===== src/rtl/forw_unit_sb.sv =====
// Forwarding/interlock controller: tracks DEPTH in-flight destination tags and
// picks, per read port, the youngest producer or raises a load-use stall.

module forw_port_match #(
  parameter int REG_W = 5,
  parameter int DEPTH = 2,
  parameter int SEL_W = 2
) (
  input  logic [REG_W-1:0]            rs,
  input  logic                        used,
  input  logic [DEPTH:1]              hit_v,
  input  logic [DEPTH:1][REG_W-1:0]   rd,
  input  logic [DEPTH:1][SEL_W-1:0]   rdy,
  output logic [SEL_W-1:0]            sel,
  output logic                        hazard
);
  // Walk oldest to youngest so the youngest match overrides, even if not ready.
  always_comb begin
    sel    = '0;
    hazard = 1'b0;
    if (used && rs != '0) begin
      for (int k = DEPTH; k >= 1; k--) begin
        if (hit_v[k] && rd[k] == rs) begin
          if (SEL_W'(k) >= rdy[k]) begin
            sel    = SEL_W'(k);
            hazard = 1'b0;
          end else begin
            sel    = '0;
            hazard = 1'b1;
          end
        end
      end
    end
  end
endmodule

module forw_unit_sb #(
  parameter int REG_W = 5,
  parameter int N_RD  = 2,
  parameter int DEPTH = 2,
  parameter int CNT_W = 32,
  parameter int SEL_W = $clog2(DEPTH+1)
) (
  input  logic                    clk,
  input  logic                    rst,
  input  logic                    id_valid,
  input  logic [N_RD*REG_W-1:0]   id_rs,
  input  logic [N_RD-1:0]         id_rs_used,
  input  logic                    id_we,
  input  logic [REG_W-1:0]        id_rd,
  input  logic [SEL_W-1:0]        id_rdy,
  input  logic                    ex_flush,
  output logic [N_RD*SEL_W-1:0]   sel,
  output logic                    stall,
  output logic [CNT_W-1:0]        stall_cnt
);
  typedef struct packed {
    logic             we;
    logic [REG_W-1:0] rd;
    logic [SEL_W-1:0] rdy;
  } tag_t;

  logic [DEPTH:1]              vld_pipe;
  tag_t [DEPTH:1]              tags;
  tag_t                        cap;
  logic [DEPTH:1]              hit_v;
  logic [DEPTH:1][REG_W-1:0]   tag_rd;
  logic [DEPTH:1][SEL_W-1:0]   tag_rdy;
  logic [N_RD-1:0][SEL_W-1:0]  sel_raw;
  logic [N_RD-1:0]             hazard;

  for (genvar k = 1; k <= DEPTH; k++) begin : g_stage
    assign hit_v[k]   = vld_pipe[k] & tags[k].we;
    assign tag_rd[k]  = tags[k].rd;
    assign tag_rdy[k] = tags[k].rdy;
  end

  for (genvar p = 0; p < N_RD; p++) begin : g_port
    forw_port_match #(.REG_W(REG_W), .DEPTH(DEPTH), .SEL_W(SEL_W)) u_match (
      .rs     (id_rs[p*REG_W +: REG_W]),
      .used   (id_rs_used[p]),
      .hit_v  (hit_v),
      .rd     (tag_rd),
      .rdy    (tag_rdy),
      .sel    (sel_raw[p]),
      .hazard (hazard[p])
    );
  end

  // Outputs are forced quiet while reset is held, whatever the stale state.
  assign sel   = rst ? '0 : sel_raw;
  assign stall = id_valid & (|hazard) & ~rst;

  // x0 never produces; ready stage is clamped into 1..DEPTH.
  always_comb begin
    cap.we  = id_we && (id_rd != '0);
    cap.rd  = id_rd;
    cap.rdy = id_rdy;
    if (id_rdy == '0)                 cap.rdy = SEL_W'(1);
    else if (id_rdy > SEL_W'(DEPTH))  cap.rdy = SEL_W'(DEPTH);
  end

  always_ff @(posedge clk) begin
    if (rst) begin
      vld_pipe  <= '0;
      tags      <= '0;
      stall_cnt <= '0;
    end else begin
      vld_pipe[1] <= id_valid & ~stall & ~ex_flush;
      tags[1]     <= cap;
      for (int k = 2; k <= DEPTH; k++) begin
        vld_pipe[k] <= vld_pipe[k-1];
        tags[k]     <= tags[k-1];
      end
      if (stall && stall_cnt != '1) stall_cnt <= stall_cnt + CNT_W'(1);
    end
  end
endmodule


===== config.mk =====
export PLATFORM = sky130hd
export DESIGN_NAME = forw_unit_sb
export DESIGN_NICKNAME = d
export VERILOG_FILES = /design/src/rtl/forw_unit_sb.sv
export SDC_FILE = /design/constraint.sdc
export NUM_CORES = 1
export LEC_CHECK = 0
export ABC_AREA = 1
export CORE_MARGIN = 1
export CORE_UTILIZATION = 47
export DETAILED_ROUTE_END_ITERATION = 7
export GPL_TIMING_DRIVEN = 0
export PLACE_DENSITY = 0.79
export SETUP_SLACK_MARGIN = 0.02
export SYNTH_ARGS = -nofsm -noshare
export SYNTH_HDL_FRONTEND = slang
export SYNTH_SLANG_ARGS = --single-unit

===== constraint.sdc =====
create_clock -name clk -period 1.7 [get_ports clk]
set_input_delay 0.17 -clock clk [delete_from_list [all_inputs] [get_ports clk]]
set_output_delay 0.17 -clock clk [all_outputs]
set_load 0.05 [all_outputs]

=== After elaboration in Yosys (flattened, before gate mapping) ===
Index checks and enable logic that the tools add are counted.

* Output and inout bits: 37
* Register bits: 50
* Word-level logic and storage cells: 60
* Input port bits: 24

* Reduce and logical (&&, ||, !) cells: 14
* Add/subtract/negate cells: 1
* Equality and inequality tests: 5
* Bitwise gates (word level): 9
* $lt $le $gt $ge: 3
* Mux-type cells: 19

{| class="wikitable"
|+ Operators by type and width
! cell !! count
|-
| $add A32 B1 Y32 const B || 1
|-
| $ne A32 B32 Y1 const B || 1
|-
| $eq A5 B5 Y1 || 4
|-
| $mux W2 || 8
|-
| $reduce_bool A5 Y1 || 3
|-
| $mux W1 || 10
|-
| $logic_and A1 B1 Y1 || 8
|-
| $and A1 B1 Y1 || 6
|-
| $mux W4 || 1
|-
| $reduce_or A2 Y1 || 2
|-
| $not A1 Y1 || 3
|-
| $ge A1 B2 Y1 const A || 1
|-
| $ge A2 B2 Y1 const A || 1
|-
| $gt A2 B2 Y1 const B || 1
|-
| $logic_not A2 Y1 || 1
|}

=== Longest topological paths before layout ===
* Depth after elaboration: 11
* Mapped depth: 14
* Gate-level depth less buffers: 13

=== Cells and area by module ===
Synthesis repeated with hierarchy kept, for this count alone.

* Cell total of the unflattened synthesis: 536
* Area, all modules: 3161.8 sq um

{| class="wikitable"
|+ By module, submodules not included
! module !! area each (sq um) !! cells each !! times used !! seq. area each (sq um)
|-
| forw_unit_sb || 2623.8 || 406 || 1 || 1001.0
|-
| forw_port_match || 269.0 || 65 || 2 || 0.0
|}

=== Worst setup path after synthesis ===
Ideal clock, no wire load.

* Kind: reg-to-output
* Start: register tags, in the netlist tag_rd[3]
* End: output sel[0]
* Required time: 1530 ps
* Buffers on the path: 0
* Path slack: -685 ps
* Cell stages (with the launch flop): 7
* Arrival time: 2215 ps
* Cells stage by stage: dfxtp_1 > inv_1 > nand2_1 > nand2_1 > nor2_1 > nand3_1 > nor4_1

* Word-level cells in the longest chain between the ends: 5

{| class="wikitable"
|+ Ends and longest elaborated chain
! element !! RTL line !! RTL
|-
| start, declared || 64 || <nowiki>tag_t [DEPTH:1] tags;</nowiki>
|-
| start signal, assigned by index || 113 || <nowiki>tags[k] <= tags[k-1];</nowiki>
|-
| $eq A5 B5 Y1 || 23 || <nowiki>if (hit_v[k] && rd[k] == rs) begin</nowiki>
|-
| $logic_and A1 B1 Y1 || 23 ||
|-
| $mux W2 || 23 ||
|-
| $mux W2 || 21 || <nowiki>if (used && rs != '0) begin</nowiki>
|-
| $mux W4 || 91 || <nowiki>assign sel = rst ? '0 : sel_raw;</nowiki>
|-
| end, declared || 53 || <nowiki>output logic [N_RD*SEL_W-1:0] sel,</nowiki>
|}

Every way passes these cells.

=== Final worst setup path ===
* Start: register tags, in the netlist tag_rd[1]
* End: output stall

* Word-level cells in the longest chain between the ends: 7
* Elaborated cells on any way between the ends: 11
* Those cells by class: 2 x eq/ne; 4 x mux; 2 x bitwise; 3 x reduce/logical

{| class="wikitable"
|+ Ends and longest elaborated chain
! element !! RTL line !! RTL
|-
| $eq A5 B5 Y1 || 23 ||
|-
| $logic_and A1 B1 Y1 || 23 ||
|-
| $mux W1 || 23 ||
|-
| $mux W1 || 21 ||
|-
| $reduce_or A2 Y1 (*) || 92 || <nowiki>assign stall = id_valid & (|hazard) & ~rst;</nowiki>
|-
| $and A1 B1 Y1 (*) (2 in a row) || 92 ||
|-
| end, declared || 54 || <nowiki>output logic stall,</nowiki>
|}

Every way passes the cells marked *; elsewhere a longest branch is shown, timed or not.

==> summary.txt <==
Outcome
  • Failing checks: design-rule violations, negative setup slack
  • Outcome: complete, but fails checks

Timing
  • Max frequency: 525 MHz
  • Final-report hold violation count: 0
  • Final setup violation count: 36
  • Final Skew: 0.00584 ns
  • Fin Setup TNS: -3.72 ns
  • Final period util: 112%
  • RSZ-0062 raised after global routing: yes
  • Fin. max-slew vios: 0
  • Slew @ Worst Pin: 0.712 ns
  • Worst setup margin: -0.206 ns
  • Min Tclk post-route: 1.91 ns
  • Worst slew margin: 52.6%

Route
  • DR iter-0 viols: 308
  • Antenna-violating nets left: 0
  • WL per Instance: 16.1 um
  • DR pass1 iterations: 7
  • Post-route DRC: 6
  • Drt total wl: 11500 um
  • Avg Vias per Cell: 5.55
  • Vias after detailed routing: 3955

Floorplanning
  • Row cnt: 29
  • Ports: 61
  • Chip Width: 84.0 um
  • Core area: 6420 um2
  • Die ar.: 7060 um2
  • Starting density of the core: 49.2%
  • Die height: 84.0 um

Synthesis
  • Synth warn: 0
  • Largest area contributor in the netlist: dfxtp_1
  • Synth top cells by count: nand2_1, nor2_1, inv_1
  • Number of flops mapped to enable cells by yosys: 0
  • #FFs+latches synth: 50
  • Synth Area per Inst: 5.80 um2
  • Mapped Area: 3160 um2
  • Most frequent cell after synthesis: nand2_1
  • Synthesized net count: 570
  • Sequential share of the synthesized area: 31.7%
  • Synth unique cells: 28
  • Synth area leaders: dfxtp_1, nand2_1, nor2_1, inv_1, nand3_1
  • Yosys top cell area share: 31.7%
  • Post-Syn Instances: 545
  • Post-synth ARST share: 0%
  • Most used DFF post-synth: dfxtp_1

Setup path
  • Crit path largest cell delay: 0.38 ns
  • Critical path type: flip-flop to primary output
  • CP cell instances: inv_4, o21ai_2, nor2_2, nand3_2, nor2_1, nor2_1, nand2_2, a21boi_4, buf_6
  • Crit start category: flip-flop
  • CP max FO: 4
  • Crit path capture type: primary output
  • WP data arrival: 1.74 ns
  • WP data required: 1.53 ns
  • CP bufs+invs: 2
  • Most used cell, CP: nor2_1
  • Crit path max-delay family: simple AND/OR/NAND/NOR gates
  • Slowest CP cell: dfxtp_2

Clocking
  • CTS Hold Buffers Added: 0
  • H-tree levels: 2
  • Clk pin slew, worst setup/hold paths: 0.10 ns
  • Inserted Clock Buffers: 5
  • Longest Clk Path Bufs: 2
  • CTS tree: yes
  • Worst skew pair latency: 0.31 ns
  • Clock sink total: 50
  • Clock root buffer: clkbuf_8

Cells and area
  • Non-filler instance count after layout: 713
  • Share of cells above drive strength 1: 33.8%
  • Antenna diodes: 0
  • Layout net count: 660
  • Layout area overhead: 56.6%

GRT
  • Vias in the first global route: 3405
  • Initial antenna violation count: 0
  • Largest net degree at the start of global routing: 16
  • Total gr overflow: 0
  • First-pass GRT wire length: 15700 um
  • Total GRT Usage: 27.8%
  • Global Route met3 Usage: 4.06%
  • GRT Max-Usage Layer: met2
  • M1 GR Usage: 36.0%
  • Met2 usage: 47.4%

Pwr
  • Pwr Density: 494 nW/um2
  • Tot Pwr: 2.45 mW
  • Leak: 2.47 nW
  • Largest vdd supply drop: 0.000363 V

Placed design
  • DP Wirelength: 7080 um
  • GP Congestion: 1.00
  • Port Buf Inserts: 58
  • Placed cell count: 680

Flow run
  • Max-cap viol count: 0

Min path
  • Hold Crit Class: input port to flip-flop
-- cells in the final DEF (no fill, tap or decap), drive strengths merged, types with 4 or more instances in the layout --
master / count
nand2: 150
nor2: 105
inv: 102
nand3: 51
dfxtp: 50
nand4: 39
buf: 37
dlygate4sd2: 19
clkbuf: 19
clkdlybuf4s50: 17
dlymetal6s2s: 17
nor3: 10
nor4: 4
-- final timing paths --
check / slack (ns) / end / from / cells past startpoint
min reg2reg: 0.42 / tag_rdy[2] / tag_rdy[0] / 2
min: 0.33 / vld_pipe[1] / rst / 2
max: -0.21 / stall / tag_rd[1] / 9
max reg2reg: -0.18 / stall_cnt[11] / tag_rd[1] / 13
-- layer usage --
metal	routed length, um	part of all wire (%)
met3	877	7.6
met4	456	4.0
met5	0	0
met2	5650	49
met1	4490	39
-- final cells by class --
type                            count  area, um2
Inverter                          103        397
Clock inverter                      1       30.0
Clock buffer                        7        108
Fill cell                         472       1470
Multi-Input combinational cell    373       2230
Tap cell                           77       96.3
Timing Repair Buffer               83        847
Buffer                             19        155
Sequential cell                    50       1090
-- what timing repair did --
item / in CTS / in global routing
gates cloned: 1 / 3
pin swaps: 13 / 61
setup buffers: 5 / 16
endpoints found under the setup margin: 47 / 56
gates resized for setup: 100 / 127
-- metrics by stage --
step                cell area [um2]  utilization, %  worst slack, ns  hold WS (ns)
detailed placement             4070            63.4            -1.25         0.403
CTS                            4360            67.8           -0.108         0.319
floorplan                      3390               -           -0.121         0.237
global route                   4950            77.1           -0.268         0.360
global placement               4070            63.4            -1.25         0.390
finish                         4950            77.1           -0.206         0.327
-- cell families (layout without fill, tap and decap cells) --
| group | count (synthesis) | in the layout | share of synthesized area (%) |
|---|---|---|---|
| and+or+nand+nor | 359 | 359 | 49.7 |
| buffers and inverters | 122 | 213 | 15.3 |
| adders and majority gates | 1 | 1 | 0.396 |
| xor gates and xnor gates | 5 | 5 | 1.39 |
| DFF | 50 | 50 | 31.7 |
| AOI/OAI and AO/OA | 8 | 8 | 1.58 |
-- power by group --
group	switching, mW	internal (mW)	leakage (nW)
clock	0.437	0.569	0.0696
sequential	0.0178	1.17	0.431
combinational	0.161	0.0926	1.97
total	0.616	1.83	2.47
-- flip-flops by register name (all words and copies together) (netlist names) --
register	cells
stall_cnt	32
tag_rd	10
tag_rdy	4
tags	2
vld_pipe	2
No activity file was read; power rests on OpenSTA's default activity.
